### config.mk
export PLATFORM = sky130hd
export DESIGN_NAME = ser_rx
export DESIGN_NICKNAME = d
export VERILOG_FILES = /design/src/rtl/ser_pkg.sv /design/src/rtl/sync2.sv /design/src/rtl/ser_rx.sv
export SDC_FILE = /design/constraint.sdc
export NUM_CORES = 1
export LEC_CHECK = 0
export CAP_MARGIN = 15
export CELL_PAD_IN_SITES_DETAIL_PLACEMENT = 1
export CELL_PAD_IN_SITES_GLOBAL_PLACEMENT = 2
export CORE_ASPECT_RATIO = 2
export CORE_MARGIN = 2
export CORE_UTILIZATION = 30
export CTS_CLUSTER_SIZE = 40
export DETAILED_ROUTE_END_ITERATION = 16
export GPL_TIMING_DRIVEN = 0
export PLACE_DENSITY = 0.75
export SETUP_SLACK_MARGIN = 0.15
export SYNTH_ARGS = -nofsm -noshare
export SYNTH_HDL_FRONTEND = slang
export SYNTH_SLANG_ARGS = --single-unit
### constraint.sdc
create_clock -name clk -period 2.6 [get_ports clk]
set_input_delay 0.78 -clock clk [delete_from_list [all_inputs] [get_ports clk]]
set_output_delay 0.78 -clock clk [all_outputs]
set_load 0.005 [all_outputs]
### src/rtl/ser_pkg.sv
// Shared serial-link constants: FSM state codes, default geometry, frame bit order and parity polarity.
// Included by both the receive and the transmit side so the two cannot drift apart.
package ser_pkg;
  localparam int ST_W = 3;

  localparam logic [ST_W-1:0] IDLE   = 3'd0;
  localparam logic [ST_W-1:0] START  = 3'd1;
  localparam logic [ST_W-1:0] DATA   = 3'd2;
  localparam logic [ST_W-1:0] PARITY = 3'd3;
  localparam logic [ST_W-1:0] STOP   = 3'd4;
  localparam logic [ST_W-1:0] BREAK  = 3'd5;

  localparam int DEF_DATA_W = 8;
  localparam int DEF_OVS    = 4;

  // Data bits travel LSB first; 0 selects even parity, 1 odd.
  localparam bit   LSB_FIRST  = 1'b1;
  localparam logic PARITY_ODD = 1'b0;

  // Expected parity bit for up to 16 data bits (zero-extension does not change it).
  function automatic logic par_of(input logic [15:0] d);
    return (^d) ^ PARITY_ODD;
  endfunction
endpackage

### src/rtl/sync2.sv
// Two-flop synchronizer for an idle-high async line; resets to 1 so reset never looks like a start bit.
// Latency 2 clk, no backpressure.
module sync2 (
  input  logic clk,
  input  logic reset,
  input  logic d,
  output logic q
);
  logic s1;

  always_ff @(posedge clk or negedge reset) begin
    if (!reset) begin
      s1 <= 1'b1;
      q  <= 1'b1;
    end else begin
      s1 <= d;
      q  <= s1;
    end
  end
endmodule

### src/rtl/ser_rx.sv
// Oversampling serial frame receiver: start, DATA_W bits LSB first, even parity, stop; one-cycle valid per frame.
// Latency 2+OVS/2+(DATA_W+2)*OVS clk from first low sample to the valid edge; no backpressure, words are overwritten.
module ser_rx
  import ser_pkg::*;
#(
  parameter int DATA_W = DEF_DATA_W,
  parameter int OVS    = DEF_OVS
) (
  input  logic              clk,
  input  logic              reset,
  input  logic              rx_in,
  output logic [DATA_W-1:0] data,
  output logic              valid,
  output logic              parity_err,
  output logic              frame_err,
  output logic              busy,
  output logic [ST_W-1:0]   cs
);
  localparam int TW = (OVS > 2) ? $clog2(OVS) : 1;
  localparam int BW = (DATA_W > 1) ? $clog2(DATA_W) : 1;

  logic              rx_s;
  logic [ST_W-1:0]   cs_q, ns;
  logic [TW-1:0]     tick;
  logic [BW-1:0]     bitcnt;
  logic [DATA_W-1:0] shreg;
  logic              par_s;
  logic              tick_mid, tick_end, last_bit;
  logic              tick_run, shift_en, par_en, done;

  sync2 u_sync (
    .clk   (clk),
    .reset (reset),
    .d     (rx_in),
    .q     (rx_s)
  );

  assign tick_mid = (tick == TW'(OVS/2 - 1));
  assign tick_end = (tick == TW'(OVS - 1));
  assign last_bit = (bitcnt == BW'(DATA_W - 1));
  assign cs       = cs_q;

  always_ff @(posedge clk or negedge reset) begin
    if (!reset) cs_q <= IDLE;
    else        cs_q <= ns;
  end

  always_comb begin
    ns = cs_q;
    case (cs_q)
      IDLE:   if (!rx_s) ns = START;
      START:  if (tick_mid) ns = rx_s ? IDLE : DATA;
      DATA:   if (tick_end && last_bit) ns = PARITY;
      PARITY: if (tick_end) ns = STOP;
      STOP:   if (tick_end) ns = rx_s ? IDLE : BREAK;
      BREAK:  if (rx_s) ns = IDLE;
      default: ns = IDLE;
    endcase
  end

  always_comb begin
    busy     = (cs_q != IDLE);
    tick_run = (cs_q == START) || (cs_q == DATA) || (cs_q == PARITY) || (cs_q == STOP);
    shift_en = (cs_q == DATA) && tick_end;
    par_en   = (cs_q == PARITY) && tick_end;
    done     = (cs_q == STOP) && tick_end;
  end

  always_ff @(posedge clk or negedge reset) begin
    if (!reset) begin
      tick   <= '0;
      bitcnt <= '0;
      shreg  <= '0;
      par_s  <= 1'b0;
    end else begin
      // Tick restarts at every state change so each bit is sampled at a fixed offset.
      if (ns != cs_q || !tick_run || tick_end) tick <= '0;
      else                                     tick <= tick + 1'b1;
      if (cs_q == START)  bitcnt <= '0;
      else if (shift_en)  bitcnt <= bitcnt + 1'b1;
      if (shift_en) shreg <= (shreg >> 1) | (DATA_W'(rx_s) << (DATA_W - 1));
      if (par_en)   par_s <= rx_s;
    end
  end

  always_ff @(posedge clk or negedge reset) begin
    if (!reset) begin
      data       <= '0;
      valid      <= 1'b0;
      parity_err <= 1'b0;
      frame_err  <= 1'b0;
    end else begin
      valid <= done;
      if (done) begin
        data       <= shreg;
        parity_err <= (par_s != par_of(16'(shreg)));
        frame_err  <= !rx_s;
      end
    end
  end
endmodule
==> impl.org <==
** Route
- In the routed design, unresolved DRC markers number 0.
- In this run the remaining antenna-violating nets after routing total 0.
- In the routed layout, each cell is associated on average with a via count of 4.860.
- The final layout contains routed wiring with a total length of 2.727 mm.
- Via count :: 904
- Drt initial violations :: 5
- Routed wire length per instance :: 14.66 microns
- 1st-pass router iterations :: 3

** GRT
- Global-route usage over all layers :: 13.26%
- The via count of the first global-routing pass is 1045.
- Antenna violations before repair :: 0
- After global routing the overflow that remains totals 0.
- Entering global routing, the biggest net connects 18 pins.
- The first global-routing pass estimated 4.988 mm of wire.

** Yosys
- Post-Synthesis Net Count :: 113
- Summing every instance area after synthesis gives 0.001344 sq mm.
- Most common cell in the netlist :: sky130_fd_sc_hd__dfrtp_1
- After synthesis, the share of flip-flops with an asynchronous set or reset is 100.0%.
- Counting flops with a built-in enable in the synthesized netlist gives 0.
- Yosys mapped the design onto 28 distinct sky130hd cell types.
- Each instance of the synthesized netlist takes up on average 12.68 sq um.
- The biggest area contributor in the post-synthesis netlist is sky130_fd_sc_hd__dfrtp_1.
- In the post-synthesis netlist, the biggest area contributors are sky130_fd_sc_hd__dfrtp_1 52%, sky130_fd_sc_hd__mux2_2 14%, sky130_fd_sc_hd__dfstp_2 3.9%.
- Among all flip-flop cells after synthesis, the most frequent one is sky130_fd_sc_hd__dfrtp_1.
- After synthesis, the most frequently instantiated cells are 28 x sky130_fd_sc_hd__dfrtp_1, 17 x sky130_fd_sc_hd__mux2_2, 7 x sky130_fd_sc_hd__nand2_1, 7 x sky130_fd_sc_hd__nor2_1.
- Synth Register Bits :: 30
- During synthesis, Yosys emitted a total of 0 warnings.
- Area share of the largest cell type after synthesis :: 52.14%
- The share of the Yosys chip area taken by registers is 56.05%.
- After technology mapping, the gate count stands at 106.

** Die
- Initial cell density of the core :: 30.97%
- Die Span X :: 51.33 microns
- The floorplan step set the die height to 98.65 microns.
- I/O pin total :: 18
- Number of core rows :: 34
- Die ar. :: 0.005063 sq mm
- Floorplan core area :: 0.004339 sq mm

** Final layout
- Summing all flip-flop and latch instances after layout gives 754.5 sq um.
- Relative to the synthesized area, the layout overhead comes to 29.42%.
- Layout cell share with drive strength beyond 1 :: 27.27%
- The final layout contains 139 nets.
- Area of the multi-input gates :: 569.3 sq um
- 0 antenna diodes ended up in the layout.
- At the end of the flow the core is filled with cells to 40.08%.
- Filler instances :: 488

** Clocking
- Hold bufs inserted after CTS :: 0
- Buffers inserted during clock tree synthesis total 5.
- Number of levels in the clock H-tree :: 2
- CTS saw 30 sinks.
- CTS tree :: built
- After clock tree synthesis, the clock-pin slew on the worst setup and hold paths is 0.06 ns.
- The later pin in the worst-skew pair is clocked with a latency of 0.28 ns.
- Clock tree synthesis selected as its root buffer the cell sky130_fd_sc_hd__clkbuf_8.
- Number of buffers on the longest clock path :: 2

** STA
- Slew at the pin closest to its max-slew limit :: 0.7542 ns
- Min cycle time layout :: 2.251 ns
- Setup violations remaining at the end of the flow were counted as 0.
- For the final database, setup skew stands at 0.002653 ns.
- Endpoints failing hold :: 0
- Of the available clock period, the critical path in the final layout requires 86.59%.
- The number of max-slew violations in the final report is 0.
- The worst pin sits at a relative slew slack of 49.56%.
- Derived from the worst setup path, the maximum achievable clock frequency is 444.2 MHz.
- Setup repair after global routing missed its margin :: false
- Aggregate negative setup slack :: 0 ns

** Critical path
- Critical path fanouts, max :: 10
- Critical register-to-register path startpoint :: tick[0]$_DFF_PN0_
- The critical path goes through clkbuf_8 -> or3_1 -> dlygate4sd2_1.
- Kind of start point of the critical path :: flip-flop
- STA puts the critical path data arrival time at 1.47 ns.
- The number of cells on the worst reg-to-reg path is 5.
- Critical path's slowest cell :: sky130_fd_sc_hd__dfrtp_2
- R2R setup slack :: 0.79 ns
- Worst setup path category :: reg2out
- STA puts the critical path data required time at 1.82 ns.
- STA classifies the critical path endpoint as an output pin.
- Endpoint of the most critical register-to-register path :: shreg[1]$_DFFE_PN0P_
- Crit path from :: cs[0]$_DFF_PN0_
- CP peak stage delay :: 0.41 ns
- The critical path ends at busy.

** Power
- Power density over cell area :: 898.8 mW/mm^2
- Net switching is 29.37% of the power.
- For this design the total switching power over the nets is 0.4590 mW.
- Worst supply voltage drop on vdd :: 499.8 uV
- P_leak :: 0.7955 nW
- The share of total power dissipated in combinational logic is 31.2%.
- The internal power of the cells totals 1.104 mW.
- Part of the total power dissipated in sequential elements :: 38.7%
- The design draws 1.563 mW.
- Clock power share :: 30.1%

** Placed design
- During placement, the flow inserted port buffers numbering 17.
- At the end of routability-driven placement, the weighted congestion stood at 0.7175.
- Once detailed placement completed, the half-perimeter wirelength came to 2.038 mm.

** Outcome
- The flow ran to the end, and the final reports show no timing, DRC or antenna violations.

** Flow run
- Max-cap violations in this run came to 0.

** Min path
- Path class of the lowest-slack min-delay path :: reg2reg
state kept, by name, indices dropped and copies added, names as in the netlist:
name	flops
bitcnt	3
cs	3
data	8
frame_err	1
par_s	1
parity_err	1
shreg	8
tick	2
u_sync.q	1
u_sync.s1	1
valid	1
per-layer routing:
layer  GRT usage [%]  part of all wire (%)  vias up
li1                -                     -      417
met1           13.51                    35      467
met2           23.48                    59       13
met3           3.485                   2.9        7
met4           7.490                   3.0        0
met5               0                     0        -
cell type report:
type / instances / area share [%]
flip-flops and latches: 30 / 43.38
multi-input cells: 71 / 32.73
inverters: 2 / 0.4317
plain buffers: 3 / 1.367
well taps: 54 / 3.885
clock inverters: 1 / 1.727
clock buffers: 6 / 4.748
repair buffers: 19 / 11.73
cell families after synthesis:
family	after synthesis	synth area share, %
buffers and inverters	5	1.583
AO/OA/AOI/OAI	17	7.635
XOR/XNOR	8	6.238
flip-flops	30	56.05
adder cells (fa/ha/maj)	4	3.725
multiplexers	18	15.36
AND/OR/NAND/NOR	24	9.405
per-stage QoR:
| step | std cells | area (sq um) | hold WS, ns | setup WS, ns |
|---|---|---|---|---|
| after CTS | 186 | 1739 | 0.3589 | 0.3336 |
| after floorplan | 106 | 1344 | 0.3452 | 0.8122 |
| after detailed placement | 178 | 1609 | 0.3495 | 0.2702 |
| final | 186 | 1739 | 0.3566 | 0.3488 |
| after global routing | 186 | 1739 | 0.3634 | 0.2883 |
| after global placement | 177 | 1582 | 0.3469 | 0.2547 |
worst max-delay path, delay by kind of cell, from the launching register on:
| kind | cells | cell delay (ns) |
|---|---|---|
| simple gates | 1 | 0.35 |
| flops | 1 | 0.41 |
| buf+inv | 2 | 0.43 |
how the worst min path moves through the flow:
stage                              from            endpoint  depth (start not counted)
floorplan           u_sync.s1$_DFF_PN1_  u_sync.q$_DFF_PN1_                          0
global placement    u_sync.s1$_DFF_PN1_  u_sync.q$_DFF_PN1_                          0
detailed placement  u_sync.s1$_DFF_PN1_  u_sync.q$_DFF_PN1_                          0
CTS                 u_sync.s1$_DFF_PN1_  u_sync.q$_DFF_PN1_                          0
global route        u_sync.s1$_DFF_PN1_  u_sync.q$_DFF_PN1_                          0
finish              u_sync.s1$_DFF_PN1_  u_sync.q$_DFF_PN1_                          0
power by group through the flow:
stage | combinational [mW] | sequential [mW] | clock (mW)
finish | 0.487 | 0.605 | 0.471
global route | 0.533 | 0.623 | 0.507
CTS | 0.496 | 0.607 | 0.489
detailed placement | 0.466 | 0.622 | 0
global placement | 0.447 | 0.617 | 0
floorplan | 0.314 | 0.602 | 0
cell usage in the layout (no fill, tap or decap), types with 3 or more instances in the layout:
master                             n
sky130_fd_sc_hd__clkbuf_8          7
sky130_fd_sc_hd__nor2_1            7
sky130_fd_sc_hd__ha_1              4
sky130_fd_sc_hd__clkdlybuf4s50_1  16
sky130_fd_sc_hd__xnor2_1           5
sky130_fd_sc_hd__mux2_2           17
sky130_fd_sc_hd__nand2b_1          3
sky130_fd_sc_hd__dfrtp_1          27
sky130_fd_sc_hd__a21oi_1           5
sky130_fd_sc_hd__o21ai_0           5
sky130_fd_sc_hd__nand2_1           7
repair_timing:
| item | 4_1_cts | 5_1_grt |
|---|---|---|
| endpoints found under the setup margin | 1 | 0 |
| gates resized for setup | 5 | 0 |
| buffers inserted | 1 | 0 |
No activity file was read; power rests on OpenSTA's default activity.
